--- src/rtl/multicycle_controller.sv ---
// Multi-cycle sequencing FSM for the fetch/decode/execute/memory/writeback datapath.
// Owns the shared memory handshake, all datapath enables, halt/error status and perf counters.
module multicycle_controller #(
    parameter int MAX_WAIT = 15
) (
    input  logic        clk,
    input  logic        rst,
    input  logic        start,
    input  logic [6:0]  opcode,
    input  logic        branch_taken,
    input  logic        mem_ready,
    output logic        mem_req,
    output logic        mem_we,
    output logic        mem_addr_sel,
    output logic        ir_we,
    output logic        pc_we,
    output logic        pc_src,
    output logic        reg_we,
    output logic        memtoreg,
    output logic        halted,
    output logic        error,
    output logic [31:0] cycle_count,
    output logic [31:0] instret
);

    typedef enum logic [2:0] {
        S_IDLE, S_FETCH, S_DECODE, S_EXECUTE, S_MEMORY, S_WRITEBACK, S_HALT
    } state_t;

    typedef enum logic [1:0] {
        C_ALU, C_LOAD, C_STORE, C_BRANCH
    } cls_t;

    localparam logic [6:0] OP_R_ALU  = 7'b0110011;
    localparam logic [6:0] OP_I_ALU  = 7'b0010011;
    localparam logic [6:0] OP_LOAD   = 7'b0000011;
    localparam logic [6:0] OP_STORE  = 7'b0100011;
    localparam logic [6:0] OP_BRANCH = 7'b1100011;
    localparam logic [6:0] OP_HALT   = 7'b1111111;
    localparam logic [7:0] WAIT_LAST = 8'(MAX_WAIT - 1);

    state_t      state_q, state_d;
    cls_t        cls_q, cls_d;
    logic        cls_ld;
    logic        err_q, err_set;
    logic [7:0]  wait_q;
    logic        wait_inc;
    logic        retire;
    logic        in_run;
    logic [31:0] cyc_q, ret_q;

    assign in_run = (state_q != S_IDLE) && (state_q != S_HALT);

    always_ff @(posedge clk) begin
        if (rst) begin
            state_q <= S_IDLE;
            err_q   <= 1'b0;
            wait_q  <= 8'd0;
            cyc_q   <= 32'd0;
            ret_q   <= 32'd0;
        end else begin
            state_q <= state_d;
            if (err_set)
                err_q <= 1'b1;
            // The wait counter restarts whenever a new state (and so a new request) begins.
            if (state_d != state_q)
                wait_q <= 8'd0;
            else if (wait_inc)
                wait_q <= wait_q + 8'd1;
            if (in_run)
                cyc_q <= cyc_q + 32'd1;
            if (retire)
                ret_q <= ret_q + 32'd1;
        end
    end

    always_ff @(posedge clk) begin
        if (cls_ld)
            cls_q <= cls_d;
    end

    always_comb begin
        state_d      = state_q;
        cls_d        = C_ALU;
        cls_ld       = 1'b0;
        err_set      = 1'b0;
        wait_inc     = 1'b0;
        retire       = 1'b0;
        mem_req      = 1'b0;
        mem_we       = 1'b0;
        mem_addr_sel = 1'b0;
        ir_we        = 1'b0;
        pc_we        = 1'b0;
        pc_src       = 1'b0;
        reg_we       = 1'b0;
        memtoreg     = 1'b0;
        if (!rst) begin
            case (state_q)
                S_IDLE: begin
                    if (start)
                        state_d = S_FETCH;
                end
                S_FETCH: begin
                    mem_req = 1'b1;
                    if (mem_ready) begin
                        ir_we   = 1'b1;
                        state_d = S_DECODE;
                    end else if (wait_q == WAIT_LAST) begin
                        err_set = 1'b1;
                        state_d = S_HALT;
                    end else begin
                        wait_inc = 1'b1;
                    end
                end
                S_DECODE: begin
                    cls_ld  = 1'b1;
                    state_d = S_EXECUTE;
                    case (opcode)
                        OP_R_ALU, OP_I_ALU: cls_d = C_ALU;
                        OP_LOAD:            cls_d = C_LOAD;
                        OP_STORE:           cls_d = C_STORE;
                        OP_BRANCH:          cls_d = C_BRANCH;
                        OP_HALT:            state_d = S_HALT;
                        default: begin
                            err_set = 1'b1;
                            state_d = S_HALT;
                        end
                    endcase
                end
                S_EXECUTE: begin
                    case (cls_q)
                        C_ALU:   state_d = S_WRITEBACK;
                        C_BRANCH: begin
                            pc_we   = 1'b1;
                            pc_src  = branch_taken;
                            retire  = 1'b1;
                            state_d = S_FETCH;
                        end
                        default: state_d = S_MEMORY;
                    endcase
                end
                S_MEMORY: begin
                    mem_req      = 1'b1;
                    mem_addr_sel = 1'b1;
                    mem_we       = (cls_q == C_STORE);
                    if (mem_ready) begin
                        if (cls_q == C_STORE) begin
                            pc_we   = 1'b1;
                            retire  = 1'b1;
                            state_d = S_FETCH;
                        end else begin
                            state_d = S_WRITEBACK;
                        end
                    end else if (wait_q == WAIT_LAST) begin
                        err_set = 1'b1;
                        state_d = S_HALT;
                    end else begin
                        wait_inc = 1'b1;
                    end
                end
                S_WRITEBACK: begin
                    reg_we   = 1'b1;
                    memtoreg = (cls_q == C_LOAD);
                    pc_we    = 1'b1;
                    retire   = 1'b1;
                    state_d  = S_FETCH;
                end
                S_HALT: state_d = S_HALT;
                default: state_d = S_IDLE;
            endcase
        end
    end

    // Status and counters read as zero for the whole cycle in which rst is held.
    assign halted      = !rst && (state_q == S_HALT);
    assign error       = !rst && err_q;
    assign cycle_count = rst ? 32'd0 : cyc_q;
    assign instret     = rst ? 32'd0 : ret_q;

endmodule

--- config.mk ---
export PLATFORM = sky130hd
export DESIGN_NAME = multicycle_controller
export DESIGN_NICKNAME = d
export VERILOG_FILES = /design/src/rtl/multicycle_controller.sv
export SDC_FILE = /design/constraint.sdc
export NUM_CORES = 1
export LEC_CHECK = 0
export BUFFER_PORTS_ARGS = -buffer_cell sky130_fd_sc_hd__buf_2
export CORE_UTILIZATION = 49
export CTS_CLUSTER_SIZE = 10
export DETAILED_ROUTE_END_ITERATION = 12
export GPL_ROUTABILITY_DRIVEN = 0
export HOLD_SLACK_MARGIN = 0.05
export MAX_ROUTING_LAYER = met4
export PLACE_DENSITY = 0.69
export REMOVE_ABC_BUFFERS = 1
export SLEW_MARGIN = 20
export SYNTH_ARGS = -nofsm -noshare
export SYNTH_HDL_FRONTEND = slang
export SYNTH_SLANG_ARGS = --single-unit
--- constraint.sdc ---
create_clock -name clk -period 2.75 [get_ports clk]
set_input_delay 0 -clock clk [delete_from_list [all_inputs] [get_ports clk]]
set_output_delay 0 -clock clk [all_outputs]
set_load 0.01 [all_outputs]
# Word level (Yosys, flattened, before mapping)
# Index checks and enable logic that the tools add are counted.
# word_totals
out_inout_bits	74
inputBits	12
regBits	78
# classes
n_eq_ne	18
addsub	3
reduce_logical	12
n_mux	44
n_bitwise	1
# ops
cell	count
$add A32 B1 Y32 const B	2
$mux W32	2
$mux W1	30
$mux W3	7
$pmux W3 S7	1
$eq A7 B6 Y1 const B	2
$eq A7 B7 Y1 const B	2
$eq A3 B3 Y1 const B	3
$add A8 B1 Y8 const B	1
$eq A8 B4 Y1 const B	1
$eq A7 B2 Y1 const B	1
$eq A7 B5 Y1 const B	1
$eq A3 B2 Y1 const B	2
$pmux W2 S3	1
$pmux W3 S2	1
$reduce_or A2 Y1	3
$reduce_or A6 Y1	1
$reduce_or A5 Y1	1
$eq A2 B2 Y1 const B	2
$eq A3 B1 Y1 const B	1
$logic_and A1 B1 Y1	3
$logic_not A3 Y1	1
$ne A3 B3 Y1	1
$ne A3 B3 Y1 const B	1
7 further kinds	7

# Logic depth before layout (Yosys ltp)
# Gate-level depths: netlist of the first run.
# logic_depth
ltp_word	7
ltp_mapped	9
ltp_nobuf	7

# Worst setup path after synthesis of the first run
# Ideal clock, no wire load.
# synth_path
kind	flip-flop to flip-flop
from	register cls_q[0]
to	register ret_q[31]
path_buffers	1
arrival_ns	1.982
setup_time_ns	0.070
setup_slack_ns	0.698
required_time_ns	2.680
path_stages_with_launch	9
cell_sequence	edfxtp_1 inv_1 ha_1 a21o_1 a32oi_1 buf_2 or4_1 or3_1 a21oi_1
# synth_via
elab_chain_cells	5
word_cells_on_any_way	7
cone_classes	eq/ne (2); mux (5)
# synth_rtl
element	line_no	rtl
from (decl)	43	cls_t cls_q, cls_d;
from (signal assigned)	79	cls_q <= cls_d;
$eq A2 B2 Y1	147	if (cls_q == C_STORE) begin
$mux W1	147	
$mux W1	146	if (mem_ready) begin
$pmux W1 S3 (*)	98	case (state_q)
$mux W1 (*)	97	if (!rst) begin
to (signal assigned)	73	ret_q <= ret_q + 32'd1;
to (decl)	50	logic [31:0] cyc_q, ret_q;
# Every way passes the cells marked *; elsewhere a longest branch is shown, timed or not.
# A chain may end at the register's enable or synchronous reset.

# Final worst setup path of the first run
# layout_path
from	register state_q[1]
to	register ret_q[15]
# layout_via
elab_chain_cells	3
word_cells_on_any_way	5
cone_classes	eq/ne (3); mux (2)
# layout_rtl
element	line_no	rtl
from (decl)	42	state_t state_q, state_d;
from (signal assigned)	62	state_q <= state_d;
$eq A3 B3 Y1 / $eq A3 B2 Y1 (equally long branches)	98	
$pmux W1 S3 (*)	98	
$mux W1 (*)	97	
# Marked as above.

==> summary.md, run 1 <==
The run finished with clean final reports. For this design, the sink count on the clock tree is 78. The relative area change from synthesis to final layout was 16.4%; the hold buffer count at CTS was 3.

The maximum buffer depth of the clock tree was 2; the number of antenna diodes was 0. The headroom to the max-slew limit came out at 0.538. The via count of the first global-routing pass is 3,365. Setup repair after global routing left no endpoint under its margin.

For the post-CTS resize count, the log shows 0. The root buffer cell chosen for the clock tree is sky130_fd_sc_hd__clkbuf_8. The tools report the launching element type of the critical path as a flip-flop. Share of the core filled with cells: 0.588. TritonCTS built the clock tree.

The cell area that synthesis handed to floorplanning was 0.00438 mm2. Dividing the synthesized area by the synthesized cell count gives 8.07 um2. In this run the worst hold path is classified as in2reg. The final wirelength was 9.65 mm. The logs give 9 for the total CTS buffers and 0 for the DRC violation count after routing. The die outline height was 96.6 um; the actual transition at the worst max-transition pin was 0.674 ns. Dividing the detail-routed wire length by the instance count gives 13.2 um. The share of flip-flops with an asynchronous set or reset was 0. The post-detailed-placement cell area is 0.00489 mm2, and the share of the synthesized area in the top cell type is 0.347. At the later pin of the worst-skew pair, clock insertion delay measures 0.35 ns.

After the first detailed-routing iteration, the DRC count stood at 142. The via density per instance works out to 5.40. The most used flip-flop cell after synthesis is sky130_fd_sc_hd__dfxtp_1. The logs give 0 for the max-capacitance violation count and 0 for the total setup violations reported at the end of the flow. Synthesis produced 543 cells. After floorplanning, the core was divided into 34 placement rows.

Across the routed clock network, the largest skew measured is 0.0129 ns. The run gives 0.215 as the total routing usage reported by global routing. The run gives 2.98 ns as the data required time of the critical path.

Ranked by total cell area, the synthesized netlist is headed by sky130_fd_sc_hd__dfxtp_1, sky130_fd_sc_hd__nor2b_1, sky130_fd_sc_hd__xnor2_1. The maximum fanout along the worst path was 13; the max-slew violation total from the final report was 0. In this run the post-CTS setup repair buffer count came out at 0.

The static leakage power was 0.00201 uW; the total die area was 0.00932 mm2. The via total after detailed routing was 3,956; the cell area after layout was 0.00510 mm2. Buffers placed on the I/O ports in this run total 85.

For this run, the number of Yosys warnings is 0. The I/O pin count is 86. The run gives 0 as the hold violation count in the final report.

Adding up every negative setup slack in the final design gives 0 ns. The worst-case IR drop observed on VDD is 0.289 mV. The global-route wire length before repair is 15.3 mm.

The first-pass detailed-route iteration total came out at 4. Cell type with the highest aggregate area in the netlist: sky130_fd_sc_hd__dfxtp_1. The die is 96.6 um wide. The tools report the register area share after synthesis as 0.361. The count of state elements after synthesis is 78, and the count of non-filler cells in the finished layout is 732. Power spread over the standard cell area amounts to 434 mW/mm2. After floorplanning, the core was sized to cover 0.00868 mm2.

Data on the critical path arrives at its endpoint at 2.56 ns. The detail route stage leaves a number of antenna-violating nets equal to 0. The count of cell types in the netlist is 50, and the total grt overflow is 0.

The H-tree was split into 3 levels. Detailed placement finished with a half-perimeter wire length of 6.71 mm. The number of placed instances, taps included, is 714. The run gives 429 MHz as the highest clock rate.

The number of synthesized flops with an enable pin is 2, and the proportion of layout cells with a drive suffix above 1 is 0.188. The element type at the critical path end was a flip-flop. The portion of the clock cycle consumed by the worst path in the final layout is 0.847. Clock-pin slew was measured on the worst setup and hold paths at 0.08 ns. The clock period minus final worst setup slack was 2.33 ns; the largest net degree at the start of global routing was 70. The number of nets in the finished design was 640.

The effective utilization at floorplan came out at 0.505. Startpoint-to-endpoint class of the critical path: reg2reg. The initial antenna violation count is 0.
-- registers in the layout, summed over array words and instances (netlist names) --
| name | count |
|---|---|
| cls_q | 2 |
| err_q | 1 |
| cyc_q | 32 |
| ret_q | 32 |
| state_q | 3 |
| wait_q | 8 |
-- power by group --
part           internal [uW]  switching [uW]
Combinational           88.1             138
Clock                    410             398
Sequential              1150            29.9
-- worst max-delay path: stages (launching register included) --
cell and delay, ns:
sky130_fd_sc_hd__dfxtp_1 0.52, sky130_fd_sc_hd__and2b_2 0.28, sky130_fd_sc_hd__a32oi_1 0.14, sky130_fd_sc_hd__or3_1 0.58, sky130_fd_sc_hd__or3_1 0.38, sky130_fd_sc_hd__mux2_1 0.32
-- cells by family (layout without fill, tap and decap cells) --
| group | count (synthesis) | count (layout) | share of synthesized area |
|---|---|---|---|
| AOI/OAI and AO/OA | 49 | 49 | 0.0694 |
| xor gates and xnor gates | 50 | 50 | 0.0999 |
| adders and majority gates | 8 | 8 | 0.0228 |
| buffers and inverters | 47 | 128 | 0.0437 |
| DFF | 78 | 78 | 0.361 |
| muxes | 11 | 11 | 0.0274 |
| and+or+nand+nor | 300 | 300 | 0.376 |
-- per-stage QoR --
step / hold WS (ns) / total power (uW) / setup WS [ns]
final: 0.0937 / 2220 / 0.420
after floorplan: 0.0429 / 1330 / 0.179
after global routing: 0.112 / 2310 / 0.266
after detailed placement: 0.306 / 1430 / 0.405
after global placement: 0.288 / 1430 / 0.479
after CTS: 0.0809 / 2240 / 0.410
-- final timing paths --
kind         startpoint         end  slack (ns)  cells after the start
max          state_q[1]   ret_q[15]        0.42                      5
min               start  state_q[0]        0.09                      3
max reg2reg  state_q[1]   ret_q[15]        0.42                      5
min reg2reg   ret_q[31]   ret_q[31]        0.50                      2
-- synth_stat cells (5+ instances only) --
library cell,count
sky130_fd_sc_hd__a21oi_1,17
sky130_fd_sc_hd__and2_1,6
sky130_fd_sc_hd__and3_1,7
sky130_fd_sc_hd__and4_1,11
sky130_fd_sc_hd__buf_1,7
sky130_fd_sc_hd__buf_2,6
sky130_fd_sc_hd__clkbuf_1,17
sky130_fd_sc_hd__dfxtp_1,76
sky130_fd_sc_hd__ha_1,8
sky130_fd_sc_hd__inv_1,15
sky130_fd_sc_hd__mux2_2,5
sky130_fd_sc_hd__nand2_1,29
sky130_fd_sc_hd__nand3_1,17
sky130_fd_sc_hd__nand4_1,17
sky130_fd_sc_hd__nor2_1,73
sky130_fd_sc_hd__nor2b_1,60
sky130_fd_sc_hd__nor3_1,25
sky130_fd_sc_hd__nor4_1,19
sky130_fd_sc_hd__o21ai_0,11
sky130_fd_sc_hd__or3_1,12
sky130_fd_sc_hd__or4_1,8
sky130_fd_sc_hd__xnor2_1,38
sky130_fd_sc_hd__xor2_1,12
-- routing by layer --
metal	part of all wire	GRT usage	wire length, um
met1	0.48	0.269	4680
met2	0.46	0.344	4480
met3	0.046	0.0352	443
met4	0.0052	0.0870	50
met5	0	-	0
-- cell type report --
class	instances	area, um2
well taps	108	135
multi-input cells	418	2620
fillers	824	3580
inverters	15	56.3
clock buffers	10	128
repair buffers	98	533
clock inverters	5	52.6
flip-flops and latches	78	1580
-- placed cells by master, fill, tap and decap left out, types with 5 or more instances in the layout --
cell,n
sky130_fd_sc_hd__buf_2,84
sky130_fd_sc_hd__dfxtp_1,76
sky130_fd_sc_hd__nor2_1,73
sky130_fd_sc_hd__nor2b_1,60
sky130_fd_sc_hd__xnor2_1,38
sky130_fd_sc_hd__nand2_1,29
sky130_fd_sc_hd__nor3_1,25
sky130_fd_sc_hd__nor4_1,19
sky130_fd_sc_hd__a21oi_1,17
sky130_fd_sc_hd__nand3_1,17
sky130_fd_sc_hd__nand4_1,17
sky130_fd_sc_hd__inv_1,15
sky130_fd_sc_hd__or3_1,12
sky130_fd_sc_hd__xor2_1,12
sky130_fd_sc_hd__o21ai_0,11
sky130_fd_sc_hd__and4_1,11
sky130_fd_sc_hd__buf_4,11
sky130_fd_sc_hd__clkbuf_8,9
sky130_fd_sc_hd__or4_1,8
sky130_fd_sc_hd__ha_1,8
sky130_fd_sc_hd__and3_1,7
sky130_fd_sc_hd__and2_1,6
sky130_fd_sc_hd__mux2_2,5
(Power assumes the default switching activity.)
==> run 2: changes to the inputs <==
==> constraint.sdc (replaced) <==
create_clock -name clk -period 2.2 [get_ports clk]
set_input_delay 0 -clock clk [delete_from_list [all_inputs] [get_ports clk]]
set_output_delay 0 -clock clk [all_outputs]
set_load 0.01 [all_outputs]
==> run 2 against run 1 <==
Net effect: sequential share of layout area decreased by 1.3 points; die area unchanged; non-clock buffer count rose by 26; clock power rose by 31%; routed wire length up 4.8%; worst hold slack lost 0.027 ns; cell count grew 3.6%; critical path depth is 3 higher; total power up 29%; maximum frequency rose by 9.6%.
==> summary.md, run 2 (synthesis results as in run 1) <==
The placement row count was 34 (unchanged); the sequential share of power was 0.512 (-0.022). The via density per instance works out to 5.47 (+1.2%). The worst-case setup margin in the final layout was 0.0739 ns (-0.346 ns). Share of power burned in the clock network: 0.371 (+0.007).

The width of the die is 96.6 um (unchanged). STA classifies the critical path endpoint as a flip-flop. Worst setup slack before clock tree synthesis: -0.0248 ns (-0.430 ns). The top cell types in the final layout, fill and taps aside, are sky130_fd_sc_hd__buf_2, sky130_fd_sc_hd__dfxtp_1, sky130_fd_sc_hd__nor2_1. The logs give 0 (unchanged) for the max-slew violation total from the final report and 0.00932 mm2 (unchanged) for the total die area. Internal power: 2130 uW (+29%).

The number of input and output port buffers inserted came out at 85 (unchanged). For the first-pass detailed-route iteration total, the log shows 4 (unchanged). The total routing usage reported by global routing is 0.229 (+0.0137), and the worst clock skew is 0.0103 ns (-0.00260 ns). Setup repair after global routing could not meet its margin everywhere. The logs give 0.574 (+0.0361) for the headroom to the max-slew limit and 78 (unchanged) for the CTS sink count. The clock period minus final worst setup slack was 2.13 ns (-0.204 ns). For the DRC violation count after routing, the log shows 0 (unchanged).

The clock tree root driver cell was sky130_fd_sc_hd__clkbuf_8. For the largest net degree at the start of global routing, the log shows 67 (-4.3%). The relative area change from synthesis to final layout is 21.7%. The run gives 2.41 ns (-0.15 ns) as the arrival time reported for the critical path endpoint. The clock network latency to the later pin of the worst-skew pair is 0.34 ns (about the same). The kind of path behind the tightest hold check is in2reg. The clock-pin slew on the worst setup and hold paths is 0.08 ns (about the same).

The run gives 10.1 mm (+4.8%) as the final wirelength. Hold violation count in the final report: 0 (unchanged). The total grt overflow came out at 0 (unchanged). The area of the multi-input gates is 0.00264 mm2 (+0.96%), and the total CTS buffers is 9 (unchanged).

The data required time of the critical path came out at 2.48 ns (-0.50 ns). The tools report the half-perimeter wire length after placement as 7.14 mm (+6.4%). The tools report the max-capacitance violation count as 0 (unchanged).

The setup TNS is 0 ns (unchanged), and the portion of the clock cycle consumed by the worst path in the final layout is 0.966 (+0.119). In this run the most critical hold path is launched from start. The worst vdd rail ir drop was 0.332 mV (+15%); the number of cells in the design after placement was 738 (+3.4%).

The number of nets in the finished design was 666 (+4.1%). The run gives 16.3 mm (+6.3%) as the global-route wire length before repair. The tools report the via count of the first global-routing pass as 3,662 (+8.8%). The setup path with the least slack is of type reg2reg. Fill cell total of the finished layout: 811 (-1.6%). The critical path starts at cls_q[0].

The count of non-filler cells in the finished layout came out at 758 (+3.6%). The number of DRC markers in iteration 0 was 158 (+11%); the net switching power figure was 733 uW (+30%). For the highest clock rate, the log shows 470 MHz (+9.6%). Startpoint of the most critical register-to-register path: cls_q[0].

The library cell used most frequently in the layout, excluding fill and tap cells, is sky130_fd_sc_hd__buf_2. The core area was 0.00868 mm2 (unchanged). Maximum buffer depth of the clock tree: 2 (unchanged). The largest registers in the layout are cyc_q x32, ret_q x32, wait_q x8.

The total setup violations reported at the end of the flow was 0 (unchanged). The die outline height is 96.6 um (unchanged), and the maximum fanout along the worst path is 7 (-6). The number of routed nets with antenna violations was 0 (unchanged). The count of H-tree levels built during CTS was 3 (unchanged); the total power draw was 2860 uW (+29%). The effective utilization at floorplan is 0.505 (unchanged), and the switching part of the total is 0.256 (+0.00117). For the share of power burned in combinational logic, the log shows 0.117 (+0.015). For the initial antenna violation count, the log shows 0 (unchanged). The total power per unit cell area works out to 536 mW/mm2 (+23%). The run finished with clean final reports. The number of antenna diodes is 0 (unchanged). The actual transition at the worst max-transition pin was 0.639 ns (-0.0349 ns). The run gives 4,146 (+4.8%) as the via total after detailed routing. The routed length per instance came out at 13.3 um (+1.2%). STA classifies the critical path startpoint as a flip-flop. The I/O pin count is 86 (unchanged), and the minimum hold slack is 0.0670 ns (-0.0267 ns). The tools report the sequential cell area in the final layout as 0.00158 mm2 (unchanged). TritonCTS built the clock tree. The proportion of layout cells with a drive suffix above 1 is 0.231 (+0.0433), and the static leakage power is 0.00214 uW (+6.9%).
[run 2: per-layer routing]
metal  track usage  routed length, um  share of wire  up-vias
met5             -                  0              0        -
met2         0.382               4890           0.48      101
li1              -                  -              -     2100
met3        0.0524                432          0.043       15
met1         0.271               4610           0.46     1930
met4        0.0760                175          0.017        0
[run 2: metrics by stage]
stage,instance area (um2),utilization
floorplan,4250,-
global placement,5070,0.584
detailed placement,5070,0.584
CTS,5290,0.609
global route,5330,0.614
finish,5330,0.614
[run 2: path summary, 6_finish.rpt]
| check | to | slack [ns] | cells after the start |
|---|---|---|---|
| setup / recovery | ret_q[31] | 0.07 | 8 |
| hold reg to reg | ret_q[28] | 0.51 | 2 |
| setup reg to reg | ret_q[31] | 0.07 | 8 |
| hold / removal | state_q[0] | 0.07 | 3 |
[run 2: what timing repair did]
action                                  CTS  global route
pin swaps                                 0             2
endpoints found under the hold margin     2             0
setup buffers                             0             3
endpoints found under the setup margin    2             4
gates resized for setup                   1             6
hold buffers                              2             0
[run 2: power groups by stage]
stage               combinational [uW]  sequential (uW)  clock, uW
finish                             334             1460       1060
CTS                                327             1460       1090
global route                       377             1470       1160
detailed placement                 322             1500          0
floorplan                          158             1510          0
global placement                   318             1500          0
[run 2: final cells by class]
cell class / count / share of cell area
clock buffer: 11 / 0.0265
clock inverter: 4 / 0.00892
inverter: 15 / 0.0106
multi-input combinational: 418 / 0.495
sequential: 78 / 0.297
tap: 108 / 0.0253
timing repair buffer: 124 / 0.137
[run 2: worst max-delay path, cell delays in order (launching register included)]
cell                       delay [ns]
sky130_fd_sc_hd__edfxtp_1        0.39
sky130_fd_sc_hd__inv_1           0.07
sky130_fd_sc_hd__ha_2            0.17
sky130_fd_sc_hd__a21o_1          0.12
sky130_fd_sc_hd__a32oi_1         0.09
sky130_fd_sc_hd__buf_6           0.17
sky130_fd_sc_hd__or4_4           0.53
sky130_fd_sc_hd__or3_4           0.38
sky130_fd_sc_hd__a21oi_2         0.13
==> run 3: changes to the inputs <==
--- a/config.mk
+++ b/config.mk
@@ -12,8 +12,8 @@
 export GPL_ROUTABILITY_DRIVEN = 0
 export HOLD_SLACK_MARGIN = 0.05
 export MAX_ROUTING_LAYER = met4
-export PLACE_DENSITY = 0.69
-export REMOVE_ABC_BUFFERS = 1
+export PLACE_DENSITY = 0.78
+export SETUP_SLACK_MARGIN = 0.5
 export SLEW_MARGIN = 20
 export SYNTH_ARGS = -nofsm -noshare
 export SYNTH_HDL_FRONTEND = slang
==> run 3 against run 2 <==
Net effect: clock power rose by 9%; flip-flop and latch count did not move; largest cell class unchanged; register-to-register slack improved by 0.04 ns; largest power group unchanged; highest routed layer unchanged.
==> summary.md, run 3 (synthesis results as in run 1) <==
The largest registers in the layout are cyc_q x32, ret_q x32, wait_q x8. Max-slew violation total from the final report: 0 (unchanged). Total setup violations reported at the end of the flow: 0 (unchanged). The worst vdd rail ir drop is 0.327 mV (-1.4%), and the total CTS buffers is 9 (unchanged). In the layout the commonest cells are sky130_fd_sc_hd__buf_2, sky130_fd_sc_hd__nor2_1, sky130_fd_sc_hd__buf_4. The width of the die was 96.6 um (unchanged). The internal power came out at 2200 uW (+3.4%). In this run the critical register-to-register path is captured at ret_q[30].

The I/O pin count is 86 (unchanged). First-pass detailed-route iteration total: 7 (+3). The logs give 78 (+16%) for the largest net degree at the start of global routing and 34 (unchanged) for the placement row count. Relative to the synthesized area, the layout overhead comes to 45.7%. The sequential share of power was 0.470 (-0.042); the path depth of the worst reg2reg path was 8 (unchanged).

The proportion of layout cells with a drive suffix above 1 came out at 0.406 (+0.176). The minimum hold slack is 0.0748 ns (+0.00774 ns), and the portion of the clock cycle consumed by the worst path in the final layout is 0.948 (-0.0185). The half-perimeter wire length after placement was 7.43 mm (+4.1%). The net switching power figure is 919 uW (+25%). Core area: 0.00868 mm2 (unchanged).

The min-delay analysis places its worst path in the category in2reg. The number of DRC markers in iteration 0 is 277 (+75%). The die outline height is 96.6 um (unchanged).

The initial antenna violation count is 0 (unchanged). The run gives 14.0 mm (+38%) as the final wirelength. The DRC violation count after routing is 0 (unchanged), and the post-synth net total is 563. The most critical setup path has its endpoint at ret_q[30]. Share of power burned in the clock network: 0.373 (+0.002). The effective utilization at floorplan is 0.505 (unchanged). The maximum fanout along the worst path was 5 (-2). The flow ran to the end, and the final reports show no timing, DRC or antenna violations.

The number of routed nets with antenna violations was 0 (unchanged); the total routing usage reported by global routing was 0.282 (+0.0538). The clock-pin slew on the worst setup and hold paths came out at 0.09 ns (about the same). The run gives 0.157 (+0.040) as the share of power burned in combinational logic. For the number of antenna diodes, the log shows 0 (unchanged). The maximum buffer depth of the clock tree was 2 (unchanged); the worst clock skew was 0.00640 ns (-0.00391 ns). Leaving out fill and tap cells, the most frequent cell in the layout is sky130_fd_sc_hd__buf_2.

Static leakage power: 0.00281 uW (+31%). The max-capacitance violation count is 0 (unchanged). STA classifies the critical path startpoint as a flip-flop.

The switching part of the total is 0.295 (+0.0385). The highest clock rate came out at 480 MHz (+1.9%). Fill cell total of the finished layout: 585 (-28%). Setup repair after global routing could not meet its margin everywhere.

The startpoint-to-endpoint class of the critical path was reg2reg. Data required time of the critical path: 2.49 ns (about the same). The tools report the area of the multi-input gates as 0.00318 mm2 (+21%).

Total grt overflow: 0 (unchanged). The number of nets in the finished design was 709 (+6.5%). The run gives 802 (+5.8%) as the count of non-filler cells in the finished layout. Startpoint of the most critical setup path: cls_q[0].

The sequential cell area in the final layout is 0.00165 mm2 (+4.4%), and the clock network latency to the later pin of the worst-skew pair is 0.36 ns (+0.02 ns). The logs give 78 (unchanged) for the CTS sink count and 0.490 (-0.0835) for the headroom to the max-slew limit. The register-to-register setup slack was 0.11 ns (+0.04 ns); the number of input and output port buffers inserted was 85 (unchanged). Total power draw: 3120 uW (+9.0%). The total die area is 0.00932 mm2 (unchanged). The arrival time reported for the critical path endpoint was 2.38 ns (-0.03 ns). The run gives 3 (unchanged) as the count of H-tree levels built during CTS. The total power per unit cell area was 488 mW/mm2 (-9.0%); the via total after detailed routing was 4,662 (+12%).

The global-route wire length before repair is 19.8 mm (+22%), and the via count of the first global-routing pass is 4,189 (+14%). The hold violation count in the final report came out at 0 (unchanged). The startpoint identified for the worst register-to-register timing path is cls_q[0].

The worst setup path is captured at a flip-flop. The routed length per instance was 17.4 um (+31%). The clock tree root driver cell was sky130_fd_sc_hd__clkbuf_8. TritonCTS built the clock tree.

The clock period minus final worst setup slack came out at 2.09 ns (-0.0406 ns). Actual transition at the worst max-transition pin: 0.765 ns (+0.125 ns). The tools report the setup TNS as 0 ns (unchanged). The run gives 726 (-1.6%) as the number of cells in the design after placement. The via density per instance is 5.81 (+6.3%).
## run 3: changes by cell type in the layout (fill, tap and decap cells not counted), moves of 4 or more
cell | previous run | this run
sky130_fd_sc_hd__and4_1 | 11 | 4
sky130_fd_sc_hd__and4_4 | 0 | 5
sky130_fd_sc_hd__buf_12 | 0 | 4
sky130_fd_sc_hd__buf_4 | 37 | 61
sky130_fd_sc_hd__buf_6 | 1 | 13
sky130_fd_sc_hd__dfxtp_1 | 76 | 46
sky130_fd_sc_hd__dfxtp_2 | 0 | 17
sky130_fd_sc_hd__dfxtp_4 | 0 | 13
sky130_fd_sc_hd__nor3_1 | 25 | 13
sky130_fd_sc_hd__nor3_2 | 0 | 6
sky130_fd_sc_hd__nor3_4 | 0 | 6
sky130_fd_sc_hd__nor4_1 | 19 | 4
sky130_fd_sc_hd__nor4_4 | 0 | 13
## run 3: final cells by class
class / instances / share of cell area
inverters: 15 / 0.00882
multi-input cells: 419 / 0.499
clock inverters: 7 / 0.0125
flip-flops and latches: 78 / 0.259
repair buffers: 166 / 0.181
well taps: 108 / 0.0212
clock buffers: 9 / 0.0194
## run 3: worst max-delay path: stages, from the launching register on
cell and delay [ns]:
sky130_fd_sc_hd__edfxtp_1 0.43, sky130_fd_sc_hd__inv_1 0.08, sky130_fd_sc_hd__ha_2 0.18, sky130_fd_sc_hd__a21o_1 0.15
sky130_fd_sc_hd__a32oi_2 0.09, sky130_fd_sc_hd__buf_12 0.16, sky130_fd_sc_hd__or4_1 0.41, sky130_fd_sc_hd__or3_1 0.36
sky130_fd_sc_hd__a21oi_2 0.16
## run 3: power groups by stage
stage | logic (uW) | registers [uW] | clock network (uW)
finish | 491 | 1460 | 1160
floorplan | 231 | 1490 | 0
detailed placement | 332 | 1500 | 0
global placement | 321 | 1500 | 0
CTS | 400 | 1470 | 1150
global route | 526 | 1470 | 1250
## run 3: worst min path at each step
stage,end,startpoint,cells past startpoint
floorplan,instret[13],rst,1
global placement,state_q[1],rst,2
detailed placement,state_q[2],rst,2
CTS,state_q[0],mem_ready,3
global route,state_q[0],start,3
finish,state_q[0],mem_ready,3
## run 3: through the flow
stage | worst slack [ns] | instance area (um2) | utilization
after global placement | 0.174 | 5130 | 0.592
after CTS | 0.145 | 5990 | 0.690
after floorplan | 0.269 | 4530 | -
after detailed placement | 0.0731 | 5130 | 0.592
final | 0.115 | 6390 | 0.736
after global routing | 0.0291 | 6390 | 0.736
## run 3: layer usage
metal / wire length, um / GRT usage / vias to the layer above
li1: - / - / 2187
met1: 5500 / 0.336 / 2222
met2: 7280 / 0.482 / 207
met3: 780 / 0.0383 / 46
met4: 427 / 0.112 / 0
met5: 0 / - / -
## run 3: repair_timing
action / 4_1_cts / 5_1_grt
endpoints found under the setup margin: 65 / 66
setup buffers: 41 / 13
endpoints found under the hold margin: 6 / 0
gates resized for setup: 79 / 62
hold buffers: 4 / 0
pin swaps: 20 / 29
cloned: 2 / 0
